## config.mk

```make
export PLATFORM = sky130hd
export DESIGN_NAME = uart_tx_arbiter
export DESIGN_NICKNAME = d
export VERILOG_FILES = /design/src/rtl/uart_pkg.sv /design/src/rtl/rr_arbiter_pick.sv /design/src/rtl/uart_tx_arbiter.sv
export SDC_FILE = /design/constraint.sdc
export NUM_CORES = 1
export LEC_CHECK = 0
export ABC_CLOCK_PERIOD_IN_PS = 4300
export CAP_MARGIN = 30
export CORE_MARGIN = 4
export CORE_UTILIZATION = 42
export CTS_BUF_LIST = sky130_fd_sc_hd__clkbuf_4
export DETAILED_ROUTE_END_ITERATION = 10
export PLACE_DENSITY = 0.65
export REMOVE_ABC_BUFFERS = 1
export SKIP_LAST_GASP = 1
export SYNTH_ARGS = -nofsm -noshare
export SYNTH_HDL_FRONTEND = slang
export SYNTH_HIERARCHICAL = 1
export SYNTH_SLANG_ARGS = --single-unit
```

## constraint.sdc

```tcl
create_clock -name sysclk -period 4.3 [get_ports sysclk]
set_input_delay 0.645 -clock sysclk [delete_from_list [all_inputs] [get_ports sysclk]]
set_output_delay 0.645 -clock sysclk [all_outputs]
set_load 0.01 [all_outputs]
```

## src/rtl/uart_pkg.sv

```systemverilog
// rtl/uart_pkg.sv - shared state encoding, defaults and one-hot helper for the uart tx arbiter
package uart_pkg;

  typedef enum logic [1:0] {
    ST_IDLE = 2'd0,
    ST_ARB  = 2'd1,
    ST_LOAD = 2'd2,
    ST_WAIT = 2'd3
  } arb_state_e;

  localparam int UART_DW      = 8;
  localparam int UART_TIMEOUT = 4096;
  localparam int UART_TOW     = 13;

  // Mask with only bit idx set; callers size-cast it down to their vector width.
  function automatic int unsigned onehot_mask(input int unsigned idx);
    return 32'd1 << idx;
  endfunction

endpackage

```

## src/rtl/rr_arbiter_pick.sv

```systemverilog
// rtl/rr_arbiter_pick.sv - combinational round-robin pick starting just after the pointer
module rr_arbiter_pick
  import uart_pkg::*;
#(
  parameter int NREQ = 4,
  parameter int IW   = 2
) (
  input  logic [NREQ-1:0] req,
  input  logic [IW-1:0]   ptr,
  output logic [NREQ-1:0] onehot,
  output logic [IW-1:0]   idx,
  output logic            any
);

  // Scan ptr+1, ptr+2, ... wrapping; the first requester found wins.
  always_comb begin : scan
    int unsigned   k;
    logic [IW-1:0] kk;
    k      = 0;
    kk     = '0;
    onehot = '0;
    idx    = '0;
    any    = 1'b0;
    for (int unsigned i = 1; i <= NREQ; i++) begin
      k  = (32'(ptr) + i) % NREQ;
      kk = IW'(k);
      if (!any && req[kk]) begin
        any    = 1'b1;
        idx    = kk;
        onehot = NREQ'(onehot_mask(k));
      end
    end
  end

endmodule

```

## src/rtl/uart_tx_arbiter.sv

```systemverilog
// rtl/uart_tx_arbiter.sv - message-level round-robin sharing of one uart byte transmitter
module uart_tx_arbiter
  import uart_pkg::*;
#(
  parameter int NREQ    = 4,
  parameter int DW      = UART_DW,
  parameter int TIMEOUT = UART_TIMEOUT,
  parameter int TOW     = UART_TOW
) (
  input  logic               sysclk,
  input  logic               reset_n,
  input  logic [NREQ-1:0]    req_i,
  input  logic [NREQ*DW-1:0] data_i,
  input  logic [NREQ-1:0]    last_i,
  output logic [NREQ-1:0]    ack_o,
  output logic [NREQ-1:0]    grant_o,
  output logic               tx_start_o,
  output logic [DW-1:0]      tx_data_o,
  input  logic               tx_busy_i,
  input  logic               tx_done_i,
  output logic               err_o,
  input  logic               err_clr_i
);

  localparam int             IW       = (NREQ > 1) ? $clog2(NREQ) : 1;
  localparam logic [TOW-1:0] TMO_LAST = TOW'(TIMEOUT - 1);
  localparam logic [IW-1:0]  PTR_RST  = IW'(NREQ - 1);

  arb_state_e      state, state_d;
  logic [IW-1:0]   ptr;
  logic [IW-1:0]   gidx;
  logic            last_q;
  logic [TOW-1:0]  cnt;

  logic [NREQ-1:0] pick_oh;
  logic [IW-1:0]   pick_idx;
  logic            pick_any;

  logic [DW-1:0]   data_arr [NREQ];
  logic            req_g;
  logic            tmo_hit;
  logic            grab;
  logic            fire;
  logic            release_g;
  logic            tmo_set;
  logic            cnt_run;

  rr_arbiter_pick #(
    .NREQ (NREQ),
    .IW   (IW)
  ) u_pick (
    .req    (req_i),
    .ptr    (ptr),
    .onehot (pick_oh),
    .idx    (pick_idx),
    .any    (pick_any)
  );

  // Split the packed data bus into one byte per requester.
  always_comb begin
    for (int k = 0; k < NREQ; k++) begin
      data_arr[k] = data_i[k*DW +: DW];
    end
  end

  assign req_g   = req_i[gidx];
  assign tmo_hit = (cnt == TMO_LAST);

  // State register; reset drops any grant immediately.
  always_ff @(posedge sysclk or negedge reset_n) begin
    if (!reset_n) begin
      state <= ST_IDLE;
    end else begin
      state <= state_d;
    end
  end

  // Next-state: arbitrate once per message, then alternate LOAD/WAIT until last byte, drop or timeout.
  always_comb begin
    state_d = state;
    case (state)
      ST_IDLE: if (|req_i) state_d = ST_ARB;
      ST_ARB:  state_d = pick_any ? ST_LOAD : ST_IDLE;
      ST_LOAD: begin
        if (!req_g)          state_d = ST_IDLE;
        else if (!tx_busy_i) state_d = ST_WAIT;
      end
      ST_WAIT: begin
        if (tx_done_i)    state_d = last_q ? ST_IDLE : ST_LOAD;
        else if (tmo_hit) state_d = ST_IDLE;
      end
      default: state_d = ST_IDLE;
    endcase
  end

  // Control strobes decoded from the current state; done beats a coincident timeout.
  always_comb begin
    grab      = (state == ST_ARB) && pick_any;
    fire      = (state == ST_LOAD) && req_g && !tx_busy_i;
    tmo_set   = (state == ST_WAIT) && !tx_done_i && tmo_hit;
    cnt_run   = (state == ST_WAIT) && !tx_done_i && !tmo_hit;
    release_g = ((state == ST_LOAD) && !req_g)
              || ((state == ST_WAIT) && tx_done_i && last_q)
              || tmo_set;
  end

  // Grant, byte capture, start/ack pulses, timeout counter and the sticky error flag.
  always_ff @(posedge sysclk or negedge reset_n) begin
    if (!reset_n) begin
      ptr        <= PTR_RST;
      gidx       <= '0;
      grant_o    <= '0;
      ack_o      <= '0;
      tx_start_o <= 1'b0;
      tx_data_o  <= '0;
      last_q     <= 1'b0;
      cnt        <= '0;
      err_o      <= 1'b0;
    end else begin
      ack_o      <= '0;
      tx_start_o <= 1'b0;
      if (grab) begin
        grant_o <= pick_oh;
        gidx    <= pick_idx;
      end
      if (fire) begin
        tx_start_o <= 1'b1;
        ack_o      <= grant_o;
        tx_data_o  <= data_arr[gidx];
        last_q     <= last_i[gidx];
        cnt        <= '0;
      end else if (cnt_run) begin
        cnt <= cnt + TOW'(1);
      end
      if (release_g) begin
        grant_o <= '0;
        ptr     <= gidx;
      end
      if (tmo_set) begin
        err_o <= 1'b1;
      end else if (err_clr_i) begin
        err_o <= 1'b0;
      end
    end
  end

endmodule

```

==> results.json, run 1 <==
{
  "fin_total_pwr_mw": 1.89,
  "power.switching_mw": 0.764,
  "grtUsageTotal_pct": 17.4,
  "finalMaxSlewViolations": 0,
  "required_ns": 4.52,
  "fin_tns_setup_ns": 0,
  "clock_sinks": 38,
  "cts_tree": "yes",
  "layout.nets": 369,
  "grt_first_pass_wirelength_mm": 10.4,
  "synth_area_leaders": "dfrtp_1 34%, mux4_2 12%, nand2_1 6.4%, mux2i_1 4.6%, ha_1 4.3%",
  "stdcell_count": 391,
  "cp_max_fo": 24,
  "drcViolationCount": 0,
  "post-route-util_pct": 55.9,
  "num_antenna_cells": 0,
  "cts_inserted_buffers": 5,
  "cts_hold_buffers": 0,
  "rr_endpoint": "gidx[0]",
  "routed_via_density": 5.57,
  "finalCriticalPeriod_ns": 3.20,
  "postCtsSetupBuffers": 0,
  "setup_violations": 0,
  "synth-main-ff-cell": "dfrtp_1",
  "finalHoldViolCount": 0,
  "fillerInstances": 505,
  "crit_chain": "inv_1 -> ha_1 -> mux4_2 -> nor3_1 -> nand2b_1 -> nand3b_1 -> mux2_2",
  "yosysTopAreaCellShare_pct": 34.3,
  "rr_startpoint": "ptr[0]",
  "syn_avg_cell_area_um2": 10.2,
  "syn_inst": 258,
  "drive_gt1_share_pct": 13.0,
  "ys_warn_count": 6,
  "wl_mm": 6.44,
  "slew_headroom_pct": 34.8,
  "ys_seq_area_share_pct": 36.3,
  "drt-initial-drc-count": 108,
  "vdd_ir_drop_max_mv": 0.368,
  "ios": 63,
  "netSwitchingFraction_pct": 40.5,
  "ys_async_sr_fraction_pct": 100,
  "synth_seq_cells": 38,
  "p_comb_share_pct": 52.8,
  "crit_path_end_kind": "flip-flop",
  "clkPwrFrac_pct": 13.0,
  "rows": 28,
  "rsz0062_at_grt": "no",
  "dr.pass1.iters": 4,
  "layout_common_cells": "61 x clkdlybuf4s50_1, 45 x nand2_1, 36 x dfrtp_1",
  "area_growth_syn_to_layout_pct": 27.7,
  "pwr-share-seq_pct": 34.2,
  "path_class": "reg -> reg",
  "hold_class": "in -> async",
  "ant_nets": 0,
  "placed_area_um2": 3270,
  "cts_root_buf": "clkbuf_4",
  "antenna_found_initial": 0,
  "ctsLongestPathBuffers": 2,
  "p_int_mw": 1.12,
  "p_leak_nw": 1.40,
  "avgRoutedWirePerCell_um": 16.5,
  "start_util_pct": 43.8,
  "gp_congestion": 0.842,
  "hpwl_mm": 4.89,
  "io_buffers": 62,
  "status": "complete, no violations",
  "place_inst": 383,
  "period_share_pct": 74.4,
  "yosysTopAreaCell": "dfrtp_1",
  "final_area_um2": 3350,
  "max_freq_mhz": 313,
  "cp.arrival_ns": 3.42,
  "skew_ns": 0.0217,
  "worstSkewPairLatency_ns": 0.35,
  "cap_viol_max_count": 0,
  "r2r_slack_ns": 1.10,
  "power_density_nw_per_um2": 563,
  "r2r_cells": 7,
  "critPathLaunch": "ptr[0]",
  "grt_start_max_net_pins": 39,
  "die_w_um": 87.0,
  "yosys.cell_types.count": 52,
  "critPathMaxStageDelay_ns": 0.81,
  "die_h_um": 87.0,
  "gr-total-overflow": 0,
  "worstMarginPinSlew_ns": 0.964,
  "vias": 2177,
  "synth_edf_count": 0,
  "cts.htree.levels": 2,
  "grt_pass1_vias": 2027,
  "synth_area_um2": 2620,
  "cts_resized": 0,
  "die_area_um2": 7580,
  "path_clk_slew_ns": 0.13,
  "startpoint_type": "flip-flop",
  "core_area_um2": 5990,
  "cp_slowest_cell": "dfstp_2",
  "final_common_cell": "clkdlybuf4s50_1"
}
[cell families (layout without fill, tap and decap cells)]
kind of cell,count (synthesis),in the layout,share of synthesized area (%)
multiplexers,31,31,18.7
flip-flops,38,38,36.3
AO/OA/AOI/OAI,53,53,14.2
adder cells (fa/ha/maj),9,9,4.29
buffers and inverters,21,79,4.10
AND/OR/NAND/NOR,106,106,22.3
[metal layers]
layer / part of all wire [%] / track usage [%] / vias to the layer above
met3: 3.0 / 3.50 / 8
met5: 0 / 0 / -
met4: 1.3 / 4.96 / 0
met1: 45 / 24.0 / 1049
met2: 51 / 27.7 / 46
li1: - / - / 1074
[sequential cells by signal, summed over array words and instances, names as in the netlist]
register	cells
last_q	1
tx_start_o	1
grant_o	4
gidx	2
cnt	13
ptr	2
ack_o	4
state	2
tx_data_o	8
err_o	1
[synth_stat cells, drive strengths merged (2+ instances only)]
cell type / instances
nand2: 45
dfrtp: 36
mux4: 14
o21ai: 13
mux2i: 12
buf: 9
ha: 9
o22ai: 9
nor2b: 8
a21oi: 7
inv: 7
nand2b: 7
nand3: 7
nor2: 7
a211oi: 5
and3: 5
clkbuf: 5
mux2: 5
nor3: 4
o211ai: 4
or3: 4
and4: 3
nand3b: 3
nand4: 3
and3b: 2
dfstp: 2
nor4b: 2
o21a: 2
o311ai: 2
o31ai: 2
[worst max-delay path, delay by kind of cell (launching register included)]
family	cells	cell delay, ns
simple gates	3	0.68
buf+inv	1	0.23
mux	2	0.86
fa+ha+maj	1	0.49
flops	1	0.81
[metrics by stage]
stage / hold slack [ns] / setup WS [ns]
3_3_place_gp: 0.457 / 1.21
4_1_cts: 0.408 / 1.11
3_5_place_dp: 0.461 / 1.13
5_1_grt: 0.436 / 0.864
6_report: 0.385 / 1.10
2_1_floorplan: 0.349 / 1.46
[worst max path at each step]
stage | endpoint | depth (start not counted)
floorplan | gidx[0] | 7
global placement | gidx[0] | 7
detailed placement | gidx[0] | 7
CTS | gidx[0] | 7
global route | gidx[0] | 7
finish | gidx[0] | 7
[power by group through the flow]
stage	sequential, mW	combinational, mW	clock, mW
2_1_floorplan	0.634	0.683	0
3_3_place_gp	0.654	0.991	0
3_5_place_dp	0.659	0.996	0
4_1_cts	0.651	1.00	0.254
5_1_grt	0.673	1.09	0.269
6_report	0.645	0.997	0.245
[layout make-up]
cell class / count / area [um2] / share of cell area [%]
inverters: 7 / 26.3 / 0.784
well taps: 75 / 93.8 / 2.80
clock inverters: 3 / 45.0 / 1.34
multi-input cells: 199 / 1560 / 46.7
repair buffers: 64 / 631 / 18.8
clock buffers: 5 / 37.5 / 1.12
flip-flops and latches: 38 / 953 / 28.5
(Power assumes the default switching activity.)
==> inputs of run 2 (changes only) <==
- ABC_CLOCK_PERIOD_IN_PS: 4300 -> 2900
- PLACE_DENSITY: 0.65 -> 0.68
- clock period: 4.3 -> 2.9 ns (I/O delays scaled with it)
==> results.json, run 2 (synthesized netlist as in run 1, its figures left out) <==
{
  "routed_via_density": 5.59,
  "ios": 63,
  "multi_input_area_um2": 1560,
  "layout_common_cells": "61 x clkdlybuf4s50_1, 45 x nand2_1, 36 x dfrtp_1",
  "met1_usage_pct": 22.0,
  "fin_tns_setup_ns": 0,
  "finalHoldViolCount": 0,
  "finalMaxSlewViolations": 0,
  "grt_pass1_vias": 2112,
  "status": "complete, no violations",
  "required_ns": 3.12,
  "worstSkewPairLatency_ns": 0.34,
  "cts_inserted_buffers": 5,
  "regArea_um2": 953,
  "cts_hold_buffers": 0,
  "crit_path_end_kind": "flip-flop",
  "largest_register_ffs": 13,
  "fin_total_pwr_mw": 2.77,
  "grt.busiest_layer": "met2",
  "antenna_found_initial": 0,
  "drt-initial-drc-count": 142,
  "gp_congestion": 0.822,
  "clock_sinks": 38,
  "core_area_um2": 5990,
  "period_share_pct": 88.6,
  "num_antenna_cells": 0,
  "vdd_ir_drop_max_mv": 0.568,
  "ctsLongestPathBuffers": 2,
  "regMostFlops": "cnt",
  "hold_class": "in -> async",
  "finalCriticalPeriod_ns": 2.57,
  "cap_viol_max_count": 0,
  "drive_gt1_share_pct": 14.6,
  "grtUsageTotal_pct": 16.7,
  "cts_root_buf": "clkbuf_4",
  "avgRoutedWirePerCell_um": 15.5,
  "cts_resized": 0,
  "power_density_nw_per_um2": 820,
  "worstMarginPinSlew_ns": 0.813,
  "grt_start_max_net_pins": 39,
  "grt_util_met2_pct": 28.8,
  "dr.pass1.iters": 4,
  "layout.nets": 376,
  "die_area_um2": 7580,
  "startpoint_type": "flip-flop",
  "path_clk_slew_ns": 0.12,
  "reg_top3": "cnt: 13 flops, tx_data_o: 8 flops",
  "wl_mm": 6.18,
  "placed_area_um2": 3320,
  "fillerInstances": 534,
  "vias": 2225,
  "grt_first_pass_wirelength_mm": 10.1,
  "hpwl_mm": 4.81,
  "cts_tree": "yes",
  "drcViolationCount": 0,
  "path_class": "reg -> reg",
  "skew_ns": 0.00977,
  "cts.htree.levels": 2,
  "met3_usage_pct": 2.74,
  "rows": 28,
  "slew_headroom_pct": 45.8,
  "final_common_cell": "clkdlybuf4s50_1",
  "io_buffers": 62,
  "ant_nets": 0,
  "die_h_um": 87.0,
  "postCtsSetupBuffers": 0,
  "setup_violations": 0,
  "rsz0062_at_grt": "no",
  "cp.arrival_ns": 2.79,
  "final_area_um2": 3370,
  "start_util_pct": 43.8,
  "p_leak_nw": 1.43,
  "cp_max_fo": 7,
  "area_growth_syn_to_layout_pct": 28.6,
  "max_freq_mhz": 389,
  "gr-total-overflow": 0,
  "die_w_um": 87.0
}
run 2: changes by cell type in the layout (fill, tap and decap cells not counted), sizes merged:
cell,delta
clkinv,+2
clkinvlp,-2
buf,+7
bufinv,-1
clkbuf,+1
run 2: per-layer routing:
layer  wire (um)  part of all wire (%)
met3         218                   3.5
met2        3190                    52
met4          62                   1.0
met1        2710                    44
met5           0                     0
run 2: cell type report:
cell class / instances / share of cell area, %
clock buffers: 6 / 1.34
clock inverters: 2 / 0.260
inverters: 7 / 0.779
multi-input cells: 199 / 46.3
flip-flops and latches: 38 / 28.3
well taps: 75 / 2.78
repair buffers: 71 / 20.3
run 2: path summary, 6_finish.rpt:
kind | startpoint | endpoint | slack, ns | cells after the start
worst max-delay path | ptr[0] | grant_o[2] | 0.33 | 9
worst min-delay path | reset_n | cnt[9] | 0.17 | 1
worst max register to register | ptr[0] | grant_o[2] | 0.33 | 9
worst min register to register | tx_data_o[2] | tx_data_o[2] | 0.48 | 2
max in group asynchronous | reset_n | tx_data_o[2] | 2.22 | 1
min in group sysclk | tx_data_o[2] | tx_data_o[2] | 0.48 | 2
run 2: worst max-delay path, stage by stage (launching register included):
cell      delay, ns
dfstp_2        0.54
inv_1          0.13
ha_1           0.48
mux4_2         0.42
nor3_1         0.24
nand2b_1       0.09
nand3b_1       0.14
buf_4          0.18
mux2i_1        0.19
nor2_1         0.05
run 2: through the flow:
stage	utilization, %	instances	hold WS (ns)	setup slack [ns]
4_1_cts	56.3	398	0.208	0.342
5_1_grt	56.3	398	0.241	0.165
2_1_floorplan	-	244	0.139	0.0637
3_5_place_dp	55.4	390	0.466	0.219
3_3_place_gp	55.4	390	0.457	0.322
6_report	56.3	398	0.172	0.331
run 2: report_power, final:
group / leakage, nW / total, mW / switching (mW) / internal [mW]
Clock: 0.0331 / 0.270 / 0.170 / 0.101
Combinational: 0.904 / 1.65 / 0.798 / 0.851
Sequential: 0.496 / 0.846 / 0.160 / 0.687
Total: 1.43 / 2.77 / 1.13 / 1.64
==> inputs of run 3 (changes only) <==
- PLACE_DENSITY: 0.68 -> 0.7
- SYNTH_HIERARCHICAL: 1 -> not set
==> results.json, run 3 <==
{
  "slew_headroom_pct": 46.7,
  "dr.pass1.iters": 6,
  "path_class": "reg -> reg",
  "layout.nets": 330,
  "die_w_um": 82.5,
  "stdcell_count": 347,
  "vdd_ir_drop_max_mv": 0.597,
  "routed_via_density": 5.27,
  "core_area_um2": 5240,
  "gp_congestion": 0.824,
  "finalHoldViolCount": 0,
  "cts_tree": "yes",
  "num_antenna_cells": 0,
  "ys_warn_count": 0,
  "grt_start_max_net_pins": 39,
  "cts.htree.levels": 2,
  "yosysTopAreaCellShare_pct": 38.6,
  "path_clk_slew_ns": 0.11,
  "worstMarginPinSlew_ns": 0.799,
  "synth_seq_cells": 38,
  "grt_first_pass_wirelength_mm": 8.38,
  "cts_hold_buffers": 0,
  "syn_inst": 210,
  "start_util_pct": 44.6,
  "required_ns": 3.14,
  "hpwl_mm": 3.81,
  "yosysTopAreaCell": "dfrtp_1",
  "clock_sinks": 38,
  "finalCriticalPeriod_ns": 2.38,
  "status": "complete, no violations",
  "grt_pass1_vias": 1799,
  "skew_ns": 0.0132,
  "netlist_top_cells_count": "36 x dfrtp_1, 18 x nor2_1, 14 x nand2_1",
  "layout_common_cells": "61 x clkdlybuf4s50_1, 36 x dfrtp_1, 18 x nor2_1",
  "ant_nets": 0,
  "max_freq_mhz": 420,
  "clkPwrFrac_pct": 11.2,
  "period_share_pct": 82.1,
  "cts_resized": 0,
  "io_buffers": 62,
  "place_inst": 339,
  "drive_gt1_share_pct": 14.1,
  "gr-total-overflow": 0,
  "crit_path_end_kind": "flip-flop",
  "drt-initial-drc-count": 51,
  "die_h_um": 82.5,
  "synth_edf_count": 0,
  "hold_class": "in -> async",
  "fillerInstances": 441,
  "synth_area_leaders": "dfrtp_1 39%, mux4_2 12%, ha_1 4.8%, mux2_1 4.3%, xnor2_1 4.1%",
  "cp.arrival_ns": 2.62,
  "fin_tns_setup_ns": 0,
  "final_common_cell": "clkdlybuf4s50_1",
  "avgRoutedWirePerCell_um": 14.5,
  "rr_endpoint": "grant_o[3]",
  "ys_seq_area_share_pct": 40.9,
  "drcViolationCount": 0,
  "vias": 1828,
  "yosys.cell_types.count": 47,
  "area_growth_syn_to_layout_pct": 32.3,
  "synth_area_um2": 2330,
  "postCtsSetupBuffers": 0,
  "ctsLongestPathBuffers": 2,
  "r2r_cells": 6,
  "synth_most_common_cell": "dfrtp_1",
  "synth-main-ff-cell": "dfrtp_1",
  "startpoint_type": "flip-flop",
  "finalMaxSlewViolations": 0,
  "worstSkewPairLatency_ns": 0.35,
  "netSwitchingFraction_pct": 37.5,
  "reg_top3": "cnt: 13 flops, tx_data_o: 8 flops",
  "r2r_slack_ns": 0.52,
  "ys_async_sr_fraction_pct": 100,
  "largest_register_ffs": 13,
  "pwr-share-seq_pct": 34.9,
  "p_leak_nw": 1.26,
  "setup_violations": 0,
  "wl_mm": 5.03,
  "die_area_um2": 6810,
  "rows": 26,
  "syn_avg_cell_area_um2": 11.1,
  "rr_startpoint": "ptr[0]",
  "p_comb_share_pct": 53.8,
  "power_density_nw_per_um2": 770,
  "cap_viol_max_count": 0,
  "ios": 63,
  "regMostFlops": "cnt",
  "cts_inserted_buffers": 5,
  "p_int_mw": 1.49,
  "grtUsageTotal_pct": 16.5,
  "rsz0062_at_grt": "no",
  "antenna_found_initial": 0,
  "cts_root_buf": "clkbuf_4",
  "power.switching_mw": 0.890,
  "cp_max_fo": 9
}
-- run 3: cell count changes after synthesis, sizes merged, moves of 5 or more --
cell / change
nor4: +6
nor3: +7
nor2: +11
mux2i: -11
nor2b: -5
o22ai: -9
mux2: +7
nand2: -31
nand2b: -6
xnor2: +11
o21ai: -6
-- run 3: cells by family (layout without fill, tap and decap cells) --
| logic type | count (synthesis) | after routing | synth area share (%) |
|---|---|---|---|
| and+or+nand+nor | 79 | 79 | 18.8 |
| AOI/OAI and AO/OA | 28 | 28 | 9.44 |
| buffers and inverters | 20 | 87 | 4.18 |
| muxes | 25 | 25 | 17.8 |
| DFF | 38 | 38 | 40.9 |
| adders and majority gates | 9 | 9 | 4.83 |
| xor gates and xnor gates | 11 | 11 | 4.13 |
-- run 3: final cells by class --
cell class	instances	area [um2]	share of cell area [%]
clock buffers	6	45.0	1.46
clock inverters	2	8.76	0.284
inverters	9	33.8	1.09
multi-input cells	152	1280	41.5
flip-flops and latches	38	953	30.9
well taps	70	87.6	2.84
repair buffers	70	676	21.9
-- run 3: critical path, cell delays in order, from the launching register on --
cell and delay (ns):
dfstp_2 0.55, inv_1 0.11, ha_1 0.37, mux4_2 0.62, a221oi_1 0.24, a2111oi_0 0.10, a211o_1 0.28
-- run 3: worst max path at each step --
| stage | startpoint | end | slack, ns | depth (start not counted) |
|---|---|---|---|---|
| 2_1_floorplan | ptr[0] | grant_o[3] | 0.47 | 6 |
| 3_3_place_gp | req_i[3] | state[0] | 0.45 | 6 |
| 3_5_place_dp | req_i[3] | state[0] | 0.41 | 6 |
| 4_1_cts | ptr[0] | grant_o[0] | 0.52 | 6 |
| 5_1_grt | ptr[0] | grant_o[1] | 0.36 | 6 |
| 6_report | ptr[0] | grant_o[3] | 0.52 | 6 |
-- run 3: power by group through the flow --
| stage | Clock, mW | Sequential [mW] | Combinational [mW] |
|---|---|---|---|
| global route | 0.308 | 0.854 | 1.43 |
| finish | 0.267 | 0.830 | 1.28 |
| detailed placement | 0 | 0.842 | 1.30 |
| global placement | 0 | 0.839 | 1.29 |
| floorplan | 0 | 0.913 | 0.744 |
| CTS | 0.277 | 0.832 | 1.30 |
-- run 3: metal layers --
| metal | share of wire (%) | up-vias | global-route usage, % |
|---|---|---|---|
| li1 | - | 912 | - |
| met1 | 43 | 877 | 19.5 |
| met2 | 51 | 31 | 28.4 |
| met3 | 4.6 | 8 | 5.53 |
| met4 | 1.5 | 0 | 4.90 |
| met5 | 0 | - | 0 |
-- run 3: per-stage QoR --
stage / power (mW) / worst slack, ns / hold WS (ns) / instance area (um2) / util [%]
after detailed placement: 2.14 / 0.409 / 0.477 / 3030 / 57.9
final: 2.38 / 0.519 / 0.159 / 3090 / 58.9
after floorplan: 1.66 / 0.469 / 0.139 / 2270 / -
after global routing: 2.59 / 0.357 / 0.220 / 3090 / 58.9
after global placement: 2.12 / 0.446 / 0.468 / 3030 / 57.9
after CTS: 2.41 / 0.517 / 0.186 / 3090 / 58.9
